## config.mk

```make
export PLATFORM = sky130hd
export DESIGN_NAME = fp_add_control
export DESIGN_NICKNAME = d
export VERILOG_FILES = /design/src/rtl/fp_ctrl_pkg.sv /design/src/rtl/shift_qtt_calc.sv /design/src/rtl/fp_add_control.sv
export SDC_FILE = /design/constraint.sdc
export NUM_CORES = 1
export LEC_CHECK = 0
export CAP_MARGIN = 20
export CORE_MARGIN = 2
export CORE_UTILIZATION = 33
export DETAILED_ROUTE_END_ITERATION = 8
export GPL_ROUTABILITY_DRIVEN = 0
export PLACE_DENSITY = 0.67
export SETUP_SLACK_MARGIN = 0.05
export SLEW_MARGIN = 0
export SYNTH_ARGS = -nofsm -noshare
export SYNTH_HDL_FRONTEND = slang
export SYNTH_SLANG_ARGS = --single-unit
```

## constraint.sdc

```tcl
create_clock -name clk -period 2.05 [get_ports clk]
set_input_delay 0.41 -clock clk [delete_from_list [all_inputs] [get_ports clk]]
set_output_delay 0.41 -clock clk [all_outputs]
set_load 0.02 [all_outputs]
```

## src/rtl/fp_ctrl_pkg.sv

```systemverilog
// Shared types and constants for the fp_add_control sequencer.
// Optional pass-limit logic in the top is enabled by FP_CTRL_TIMEOUT_EN.
package fp_ctrl_pkg;

  localparam int FRACTION_W = 23;
  localparam int EXPONENT_W = 8;
  localparam int SHIFT_SAT  = FRACTION_W + 1;

  typedef enum logic [2:0] {
    IDLE,
    ALIGN,
    ADD,
    NORM,
    ROUND,
    DONE
  } state_t;

  localparam logic [1:0] OP_ADD = 2'b00;
  localparam logic [1:0] OP_SUB = 2'b01;
  localparam logic [1:0] OP_MUL = 2'b10;
  localparam logic [1:0] OP_RSV = 2'b11;

endpackage

```

## src/rtl/shift_qtt_calc.sv

```systemverilog
// Turns the small-ALU exponent difference into an alignment shift amount:
// absolute value of the difference, saturated at one past the fraction width.
module shift_qtt_calc #(
  parameter int FRACTION = 23,
  parameter int EXPONENT = 8
) (
  input  logic [EXPONENT-1:0] exp_diff,
  input  logic                exp_borrow,
  output logic [EXPONENT-1:0] shift_qtt
);

  localparam logic [EXPONENT:0] SAT  = (EXPONENT+1)'(FRACTION + 1);
  localparam logic [EXPONENT:0] FULL = {1'b1, {EXPONENT{1'b0}}};

  logic [EXPONENT:0] mag;

  // One extra bit so a zero difference with borrow reads as 2^EXPONENT.
  always_comb begin
    mag       = exp_borrow ? (FULL - {1'b0, exp_diff}) : {1'b0, exp_diff};
    shift_qtt = (mag > SAT) ? SAT[EXPONENT-1:0] : mag[EXPONENT-1:0];
  end

endmodule

```

## src/rtl/fp_add_control.sv

```systemverilog
// Sequencer for the floatingOperation datapath: align, add, normalize/round loop, done.
// Define FP_CTRL_TIMEOUT_EN to bound the normalize/round loop at MAX_PASSES.
module fp_add_control
  import fp_ctrl_pkg::*;
#(
  parameter int FRACTION = FRACTION_W,
  parameter int EXPONENT = EXPONENT_W
`ifdef FP_CTRL_TIMEOUT_EN
  ,
  parameter int MAX_PASSES = 2
`endif
) (
  input  logic                clk,
  input  logic                reset,
  input  logic                start,
  input  logic [1:0]          operation,
  input  logic [EXPONENT-1:0] exp_diff,
  input  logic                exp_borrow,
  input  logic                norm_ok,
  output logic                smaller_exp_src,
  output logic [EXPONENT-1:0] shift_right_qtt,
  output logic                normalization_src,
  output logic [1:0]          alu_op,
  output logic                load_sum,
  output logic                load_norm,
  output logic                load_round,
  output logic                busy,
  output logic                done,
  output logic                err
);

  state_t state, state_next;
  logic err_next;
  logic [EXPONENT-1:0] shift_calc;
  logic is_mul;

`ifdef FP_CTRL_TIMEOUT_EN
  localparam int PW = (MAX_PASSES > 1) ? $clog2(MAX_PASSES + 1) : 1;
  localparam logic [PW-1:0] PASS_LAST = PW'(MAX_PASSES - 1);
  logic [PW-1:0] pass_cnt;
`endif

  shift_qtt_calc #(
    .FRACTION (FRACTION),
    .EXPONENT (EXPONENT)
  ) u_shift_calc (
    .exp_diff   (exp_diff),
    .exp_borrow (exp_borrow),
    .shift_qtt  (shift_calc)
  );

  assign is_mul = (alu_op == OP_MUL);

  assign busy       = (state != IDLE);
  assign done       = (state == DONE);
  assign load_sum   = (state == ADD);
  assign load_norm  = (state == NORM);
  assign load_round = (state == ROUND);

  always_comb begin
    state_next = state;
    err_next   = 1'b0;
    case (state)
      IDLE: begin
        if (start) begin
          if (operation == OP_RSV) begin
            state_next = DONE;
            err_next   = 1'b1;
          end else begin
            state_next = ALIGN;
          end
        end
      end
      ALIGN: state_next = ADD;
      ADD:   state_next = NORM;
      NORM:  state_next = ROUND;
      ROUND: begin
        if (norm_ok) begin
          state_next = DONE;
        end else begin
`ifdef FP_CTRL_TIMEOUT_EN
          if (pass_cnt == PASS_LAST) begin
            state_next = DONE;
            err_next   = 1'b1;
          end else begin
            state_next = NORM;
          end
`else
          state_next = NORM;
`endif
        end
      end
      DONE:    state_next = IDLE;
      default: state_next = IDLE;
    endcase
  end

  // err is registered on entry to DONE so it lines up with the done pulse.
  always_ff @(posedge clk) begin
    if (reset) begin
      state             <= IDLE;
      err               <= 1'b0;
      alu_op            <= 2'b00;
      smaller_exp_src   <= 1'b0;
      shift_right_qtt   <= '0;
      normalization_src <= 1'b0;
    end else begin
      state <= state_next;
      err   <= err_next;
      if (state == IDLE && start) begin
        alu_op <= operation;
      end
      if (state == ALIGN) begin
        smaller_exp_src <= is_mul ? 1'b0 : exp_borrow;
        shift_right_qtt <= is_mul ? '0 : shift_calc;
      end
      if (state == ROUND && !norm_ok) begin
        normalization_src <= 1'b1;
      end else if (state == IDLE) begin
        normalization_src <= 1'b0;
      end
    end
  end

`ifdef FP_CTRL_TIMEOUT_EN
  always_ff @(posedge clk) begin
    if (reset) begin
      pass_cnt <= '0;
    end else if (state == IDLE) begin
      pass_cnt <= '0;
    end else if (state == ROUND && !norm_ok) begin
      pass_cnt <= pass_cnt + 1'b1;
    end
  end
`endif

endmodule
```

## Word-level counts from Yosys, hierarchy flattened

Index checks and enable logic that the tools add are counted.

| word-level totals | value |
|---|---|
| register bits after elaboration | 16 |
| output and inout port bits | 18 |
| word-level logic and storage cells | 36 |

| operators by class | value |
|---|---|
| $add $sub $neg | 1 |
| $lt $le $gt $ge | 1 |
| eq/ne operators | 8 |
| multiplexer cells | 11 |
| bitwise logic cells | 2 |
| reduce and logical (&&, ||, !) cells | 7 |

Operators with widths:

| kind | number |
|---|---|
| 8-bit 2-to-1 mux | 2 |
| 3-bit case mux with 5 select lines | 1 |
| 9-bit by 5-bit > comparator with 1-bit output, second input constant | 1 |
| 3-bit 2-to-1 mux | 3 |
| 9-bit 2-to-1 mux | 1 |
| 9-bit by 8-bit subtractor with 9-bit output, first input constant | 1 |
| 3-bit by 2-bit equality test with 1-bit output, second input constant | 2 |
| 3-bit equality test, second input constant | 2 |
| 2-bit equality test, second input constant | 2 |
| 1-bit 2-to-1 mux | 4 |
| 3-bit by 1-bit equality test with 1-bit output, second input constant | 1 |
| 3-bit logical NOT | 1 |
| 3-bit nonzero test | 1 |
| 3-bit OR reduction | 1 |
| 1-bit logical AND | 2 |
| 2-bit inequality test, second input constant | 1 |
| 1-bit inverter | 2 |
| 2-bit nonzero test | 1 |
| 1-bit logical NOT | 1 |

## Depth between registers and ports, before layout

| depth | value |
|---|---|
| word-level depth | 5 |
| mapped depth | 7 |
| gate-level depth less buffers | 7 |

## Cells and area by module

A second synthesis with hierarchy kept.

| second synthesis, totals | value |
|---|---|
| cells, all modules | 128 |
| area, all modules | 1029.7 um^2 |

By module, submodules not included:

| module | times used | cells an instance | area an instance (um^2) |
|---|---|---|---|
| fp_add_control | 1 | 76 | 695.7 |
| shift_qtt_calc | 1 | 52 | 334.1 |

## Least setup slack after synthesis

OpenSTA, ideal clock, no wires.

| path | value |
|---|---|
| kind | input to register |
| from | input exp_diff[0] |
| to | register shift_right_qtt[1] |
| arrival | 1678 ps |
| data required time | 1933 ps |
| setup slack | 254 ps |
| stages on the path | 7 |
| path buffers | 0 |
| path through | inv_1 > ha_1 > nor3b_1 > a21oi_1 > a211o_1 > and3b_2 > a32o_1 |

| between the ends | value |
|---|---|
| cells in the longest elaborated chain, start to end | 5 |

Ends and longest elaborated chain:

| what | RTL line | text |
|---|---|---|
| start: declaration | fp_add_control.sv:17 | `input logic [EXPONENT-1:0] exp_diff,` |
| 9-bit by 8-bit subtractor with 9-bit output | shift_qtt_calc.sv:19 | `mag = exp_borrow ? (FULL - {1'b0, exp_diff}) : {1'b0, exp_diff};` |
| 9-bit 2-to-1 mux (*) | shift_qtt_calc.sv:19 |  |
| 9-bit by 5-bit > comparator with 1-bit output | shift_qtt_calc.sv:20 | `shift_qtt = (mag > SAT) ? SAT[EXPONENT-1:0] : mag[EXPONENT-1:0];` |
| 8-bit 2-to-1 mux (*) | shift_qtt_calc.sv:20 |  |
| 8-bit 2-to-1 mux (*) | fp_add_control.sv:115 | `shift_right_qtt <= is_mul ? '0 : shift_calc;` |
| end signal: assignment | fp_add_control.sv:115 |  |
| end: declaration | fp_add_control.sv:21 | `output logic [EXPONENT-1:0] shift_right_qtt,` |

Mark *: on every way between the ends. The rest lies on a longest branch, timed or not.
A chain may end at the register's enable or synchronous reset.

## Final worst setup path

| path | value |
|---|---|
| from | input exp_diff[2] |
| to | register shift_right_qtt[1] |

| between the ends | value |
|---|---|
| cells in the longest elaborated chain, start to end | 5 |

Ends and longest elaborated chain:

| what | RTL line |
|---|---|
| 9-bit by 8-bit subtractor with 9-bit output | shift_qtt_calc.sv:19 |
| 9-bit 2-to-1 mux (*) | shift_qtt_calc.sv:19 |
| 9-bit by 5-bit > comparator with 1-bit output (*) | shift_qtt_calc.sv:20 |
| 8-bit 2-to-1 mux (*) | shift_qtt_calc.sv:20 |
| 8-bit 2-to-1 mux (*) | fp_add_control.sv:115 |

Marks and branches as above.

==> results.toml <==
[run_status]
status = "finished clean"

[drt]
drt_pre_antenna_iters = 4
first_iter_violations = 15
drc = 0
routed_wl_microns = 2400
via_count = 982
wl_per_cell_microns = 12.9
antenna_left = 0
vias_per_cell = 5.28

[floorplan]
die_w_microns = 56.2
fp-row-count = 18
start_util = 0.357
die_h_microns = 56.2
io_pins = 33
core_sq_um = 2520
dieArea_sq_um = 3160

[timing]
rsz0062_at_grt = "false"
clock.fmax_mhz = 521
finClkSkew_ns = 0.00501
finalCriticalPeriod_ns = 1.92
worstMarginPinSlew_ns = 0.490
drv_slew = 0
hold_viol = 0
setup_viol = 0
period_share = 0.936
slew_headroom = 0.673

[cts]
numCtsBuffers = 3
h-tree-depth = 1
cts_max_path_buffers = 2
cts_tree = "done"
clock_latency_ns = 0.29
clock_sink_count = 16
hold_buffers = 0
root_buffer = "clkbuf_4"
clk_pin_slew_worst_paths_ns = 0.09

[hold_path]
hp-class = "register to register"

[critical_path]
crit_arrival_ns = 2.10
cp-end-kind = "register"
critPathMaxFanout = 5
start_kind = "input port"
crit_type = "input port to register"
required_ns = 2.23

[global_routing]
grt_first_pass_wirelength_microns = 4000
grt_max_degree = 13
grt_pass1_vias = 969
grt-ovfl-total = 0
antenna_found_initial = 0
track_usage = 0.155

[run]
maxCapViolCount = 0

[final_layout]
fillers = 238
nets = 173
fin_util = 0.569
antenna_cells = 0
layout-drive-gt1-share = 0.231
area_delta_synth_final_pct = 59.5

[power_and_ir_drop]
power.leakage_nw = 0.628
vdd_ir_drop_max_uv = 396
power_density_nw_per_um2 = 615
finalPower_mw = 0.882

[logic_synthesis]
syn_area_sq_um = 900
synth_edf_count = 0
yosysWarnings = 0
synthesis.nets = 129
ys_async_sr_fraction = 0
netlist_instances = 113
avgSynthCellArea_sq_um = 7.96
synth_seq_cells = 16
ys.flop_type = "dfxtp_1"
ys_seq_area_frac = 0.356
ys_types = 35

[place]
dp_hpwl_microns = 1800
io_buffers = 32
==> area by class of cell <==
class | instances | area (sq um) | share of cell area
Clock buffer | 4 | 36.3 | 0.0253
Inverter | 5 | 18.8 | 0.0131
Multi-Input combinational cell | 83 | 571 | 0.398
Sequential cell | 16 | 327 | 0.228
Tap cell | 30 | 37.5 | 0.0262
Timing Repair Buffer | 48 | 445 | 0.310
==> Yosys cell counts (all sizes together), types with 2 or more instances <==
| library cell | n | share of area |
|---|---|---|
| a32o | 2 | 0.022 |
| nor3b | 4 | 0.033 |
| nor2 | 8 | 0.033 |
| a21oi | 9 | 0.050 |
| nor3 | 10 | 0.056 |
| clkbuf | 6 | 0.025 |
| nand2 | 9 | 0.038 |
| nand3 | 4 | 0.022 |
| or3b | 2 | 0.022 |
| o21ai | 3 | 0.017 |
| inv | 5 | 0.021 |
| and2 | 4 | 0.028 |
| xnor2 | 3 | 0.029 |
| buf | 3 | 0.022 |
| and3b | 2 | 0.021 |
| a21o | 2 | 0.017 |
| nor2b | 2 | 0.014 |
| nand4 | 2 | 0.014 |
| a31oi | 2 | 0.014 |
| dfxtp | 16 | 0.36 |
| xor2 | 3 | 0.029 |
| a2111oi | 2 | 0.019 |
==> layout by cell type (no fill, tap or decap), drive strengths merged <==
cell and count:
a32o 2, nand4 2, a21oi 9, nor2 8, nand4b 1, nand2 9
ha 1, or2 1, dlygate4sd2 2, o21ai 3, a2bb2oi 1, clkdlybuf4s50 27
a21o 2, nand3 4, clkbuf 4, buf 16, nand3b 1, o41ai 1
dfxtp 16, nor3 10, nand2b 1, a22o 1, nor3b 4, or3b 2
and2 4, a2111oi 2, dlymetal6s2s 3, and3b 2, a211o 1, xor2 3
xnor2 3, nor2b 2, or3 1, inv 5, a31oi 2
==> report_power, final <==
group          total [mW]  internal, mW  switching, mW  leakage [nW]
Combinational       0.310         0.159          0.151         0.475
Sequential          0.366         0.336         0.0294         0.132
Clock               0.206         0.108         0.0978        0.0210
Total               0.882         0.604          0.278         0.628
==> critical path, cell delays in order <==
cell             delay, ns
clkdlybuf4s50_1       0.56
nor3_2                0.29
nor3_1                0.08
a211o_1               0.33
and3b_2               0.22
a32o_1                0.21
==> state kept, by name, indices dropped and copies added (netlist names) <==
name / cells
err: 1
state: 3
normalization_src: 1
shift_right_qtt: 8
alu_op: 2
smaller_exp_src: 1
==> per-stage QoR <==
step           instances  TNS [ns]  instance area, sq um  hold WS (ns)  setup slack (ns)
2_1_floorplan        113         0                   900         0.517             0.254
3_3_place_gp         180     -1.17                  1320         0.442            -0.258
3_5_place_dp         180     -1.74                  1320         0.445            -0.412
4_1_cts              184         0                  1390         0.471            0.0726
5_1_grt              186         0                  1440         0.490            0.0529
6_report             186         0                  1440         0.468             0.131
==> logic make-up (layout without fill, tap and decap cells) <==
logic type	Yosys count	count (layout)	synth area share
flip-flops	16	16	0.356
XOR/XNOR	6	6	0.0584
AO/OA/AOI/OAI	24	24	0.178
adder cells (fa/ha/maj)	1	1	0.0139
AND/OR/NAND/NOR	52	52	0.325
buffers and inverters	14	57	0.0681
==> path summary, 6_finish.rpt <==
| path | start | endpoint | slack (ns) | cells past startpoint |
|---|---|---|---|---|
| worst min-delay path | shift_right_qtt[7] | shift_right_qtt[7] | 0.47 | 1 |
| worst min register to register | shift_right_qtt[7] | shift_right_qtt[7] | 0.47 | 1 |
| worst max-delay path | exp_diff[2] | shift_right_qtt[1] | 0.13 | 6 |
| worst max register to register | state[0] | shift_right_qtt[1] | 0.37 | 4 |
==> routing by layer <==
metal	vias up	routed length (microns)	global-route usage
li1	486	-	-
met1	460	1010	0.169
met2	32	1220	0.277
met3	4	143	0.0535
met4	0	30	0.0510
met5	-	0	0
==> repair_timing <==
action | CTS | global route
gates cloned | 0 | 0
pin swaps | 1 | 2
setup endpoints to repair | 10 | 8
buffers inserted | 0 | 2
resized for setup | 12 | 9
Power figures use the tool's default switching activity.
==> edit 1, RTL diff (config.mk and constraints unchanged) <==
Register the outputs `load_sum`, `load_norm`, `load_round`, `busy` and `done`, without a reset; this adds one clock of latency there. The other outputs are not delayed to match. Comments in the files are not updated.
--- a/src/rtl/fp_add_control.sv
+++ b/src/rtl/fp_add_control.sv
@@ -51,11 +51,13 @@
 
   assign is_mul = (alu_op == OP_MUL);
 
-  assign busy       = (state != IDLE);
-  assign done       = (state == DONE);
-  assign load_sum   = (state == ADD);
-  assign load_norm  = (state == NORM);
-  assign load_round = (state == ROUND);
+  always_ff @(posedge clk) begin
+    load_sum   <= (state == ADD);
+    load_norm  <= (state == NORM);
+    load_round <= (state == ROUND);
+    busy       <= (state != IDLE);
+    done       <= (state == DONE);
+  end
 
   always_comb begin
     state_next = state;
Behaviour: not the same (a bounded check fails within 4 cycles, from zero or initial values and one cycle with reset high).
==> edit 1 against the original RTL <==
Via count up 0.41%. Final area up 2.8%. Sequential power up 30%. Largest cell class unchanged. Sequential share of layout area up 5.7 points. Area after synthesis up 11%. Power up 8.9%. Clock skew down 0.56 ps. Wire length down 3.4%. Sequential cell count up 5. Critical path depth up 2. Worst setup slack better by 0.78 ps. Global-route usage down 0.88 points. Utilization down 4.7 points.
==> edit 1: results (changes against the original RTL) <==
- Nets: 176 (+1.7%)
- Peak supply drop: 0.498 mV (+26%)
- DRT iter0 DRCs: 33 (+18)
- Reg2reg end: shift_right_qtt[2]$_SDFFE_PP0P_
- DR vias: 986 (+0.41%)
- Total GRT Usage: 14.6% (-0.88 points)
- Wl on met1: 960 µm (-4.8%)
- Synth top area cells: dfxtp_1 42%, nor3_1 5.0%, a21oi_1 4.5%
- Pleak: 0.603 nW (-4.0%)
- Reg2Reg Setup Slack: 290 ps (-80 ps)
- Syn Nets: 134 (+3.9%)
- Hold wc startpoint: shift_right_qtt[7]$_SDFFE_PP0P_
- GR Util met2: 26.5% (-1.2 points)
- Layout cells sized above 1: 16.4% (-6.7 points)
- First-pass GRT wire length: 3.92 mm (-2.1%)
- Final Util: 52.1% (-4.7 points)
- DP Area: 0.00141 mm² (+7.1%)
- Post-synthesis sequential area ratio: 42.1% (+6.4 points)
- Outcome: finished clean
- Post-Place Worst Slack: -287 ps (+125 ps)
- FF/Latch Area: 420 µm² (+29%)
- Design area: 0.00148 mm² (+2.8%)
- Final worst setup slack: 132 ps (+0.784 ps)
- Critical Path Start: exp_diff[1]
- Final Skew: 4.45 ps (-0.561 ps)
- WL met3: 147 µm (+2.8%)
- Critical path fanouts, max: 3 (-2)
- Largest stage delay, worst path: 490 ps (-70 ps)
- Non-clock buffer total of the final layout: 46 (-4.2%)
- GR Util met3: 5.46% (+0.11 points)
- Setup CP Type: in -> reg
- Met1 usage: 15.4% (-1.4 points)
- Vias per cell: 5.19 (-1.7%)
- Wire per inst: 12.2 µm (-5.4%)
- Vias in the first global route: 944 (-2.6%)
- Buffering overhead: 28.8% (-2.2 points)
- Clock buf/inv share: 1.78% (-0.75 points)
- Dpl hpwl: 1.83 mm (+1.8%)
- Placed instance count: 185 (+2.8%)
- Post-Syn Area per Cell: 8.47 µm² (+6.4%)
- Synth Flop Type: dfxtp_1
- Multi-input gate area: 546 µm² (-4.4%)
- Post-synth top cells: 21 x dfxtp_1, 10 x nor3_1, 9 x a21oi_1, 9 x nand2_1, 8 x nor2_1
- Hold Slack: 471 ps (+2.77 ps)
- Seq cells: 21 (+5)
- Met2 wire length: 1.20 mm (-1.9%)
- Slew Limit Headroom: 63.3% (-3.9 points)
- Fillers: 268 (+13%)
edit 1: critical path, delay by kind of cell:
family,cells,cell delay (ps)
compound gates,2,480
fa+ha+maj,1,180
buf+inv,2,550
simple gates,3,500
edit 1: power breakdown:
part	total, mW	internal (mW)	switching (mW)	leakage [nW]
clock	0.189	0.0757	0.114	0.0150
combinational	0.296	0.151	0.145	0.417
sequential	0.475	0.444	0.0308	0.171
edit 1: what timing repair did:
| item | in CTS | in global routing |
|---|---|---|
| setup endpoints to repair | 2 | 5 |
| pin swaps | 1 | 1 |
| setup buffers | 0 | 1 |
| gates resized for setup | 1 | 5 |
edit 1: logic make-up (layout without fill, tap and decap cells):
logic type / after synthesis / count (layout) / share of synthesized area (%)
and+or+nand+nor: 52 / 52 / 29.3
AOI/OAI and AO/OA: 24 / 24 / 16.0
DFF: 21 / 21 / 42.1
buffers and inverters: 14 / 55 / 6.13
xor gates and xnor gates: 6 / 6 / 5.26
adders and majority gates: 1 / 1 / 1.25
==> edit 2, RTL diff (same flow settings) <==
Without the edit above. The option `FP_CTRL_TIMEOUT_EN` is turned on by a define.
--- a/src/rtl/fp_add_control.sv
+++ b/src/rtl/fp_add_control.sv
@@ -1,5 +1,7 @@
 // Sequencer for the floatingOperation datapath: align, add, normalize/round loop, done.
 // Define FP_CTRL_TIMEOUT_EN to bound the normalize/round loop at MAX_PASSES.
+`define FP_CTRL_TIMEOUT_EN
+
 module fp_add_control
   import fp_ctrl_pkg::*;
 #(
Behaviour: not the same (Yosys sat finds a counterexample within 10 cycles, from zero or initial values and one cycle with reset high).
==> edit 2 against the original RTL <==
Sequential cell count grew 2. Worst setup slack gained 3.4 ps. Area after synthesis grew 2.2%. Wire length shrank 5.7%. Clock power grew 3%. Global-route usage grew 0.050 points. Sequential power grew 7.9%. Fmax grew 0.18%. Final area grew 0.44%. Clock skew is essentially flat. Power shrank 1.0%.
==> edit 2: results (changes against the original RTL) <==
- Outcome: finished clean
- Post-Syn Area per Cell: 8.07 µm² (+1.3%)
- DRT iter0 DRCs: 22 (+7)
- Final Skew: 5.43 ps (+0.417 ps)
- Flop pwr share: 45.3% (+3.8 points)
- Worst reg2reg path depth: 6 (+2)
- Post-synthesis sequential area ratio: 39.2% (+3.6 points)
- Critical Path Start: exp_diff[0]
- Hold Slack: 464 ps (-4.07 ps)
- Post-Place Worst Slack: -472 ps (-59.8 ps)
- Largest stage delay, worst path: 380 ps (-180 ps)
- Multi-input gate area: 546 µm² (-4.4%)
- Fillers: 285 (+20%)
- Power density over cell area: 606 mW/mm² (-1.4%)
- Fin cells: 192 (+3.2%)
- Reg2Reg Setup Slack: 410 ps (+40 ps)
- Reg2reg end: shift_right_qtt[1]$_SDFFE_PP0N_
- Slowest CP cell: or3_4
- Wl on met1: 1.12 mm (+11%)
- Met1 usage: 22.1% (+5.2 points)
- Total GRT Usage: 15.5% (+0.050 points)
- Vias in the first global route: 892 (-7.9%)
- WL met3: 78 µm (-45%)
- Critical path fanouts, max: 4 (-1)
- Cell variety after synth: 33 (-5.7%)
- Worst slew pin tran: 546 ps (+56.6 ps)
- CP endpoint: shift_right_qtt[0]$_SDFFE_PP0N_
- Final worst setup slack: 135 ps (+3.44 ps)
- GR Util met3: 4.38% (-0.97 points)
- Nets: 179 (+3.5%)
## edit 2: worst max-delay path: cells and delay by family
kind                   cells  cell delay, ps
buffers and inverters      1             260
AOI/OAI and AO/OA          2             580
and+or+nand+nor            3             870
## edit 2: layout make-up
class / instances / share of cell area, %
Sequential cell: 18 / 25.2
Inverter: 6 / 1.56
Tap cell: 31 / 2.69
Clock buffer: 4 / 2.52
Timing Repair Buffer: 48 / 30.2
Multi-Input combinational cell: 85 / 37.8
## edit 2: cell families (layout without fill, tap and decap cells)
family | Yosys count | count (layout) | synth area share (%)
xor+xnor | 4 | 4 | 3.81
fa+ha+maj | 2 | 2 | 2.72
simple gates | 54 | 54 | 30.9
compound gates | 25 | 25 | 18.9
buf+inv | 11 | 58 | 4.49
flops | 18 | 18 | 39.2
## edit 2: timing repair
item / 4_1_cts / 5_1_grt
gates resized for setup: 11 / 5
setup endpoints to repair: 10 / 6
pin swaps: 4 / 2
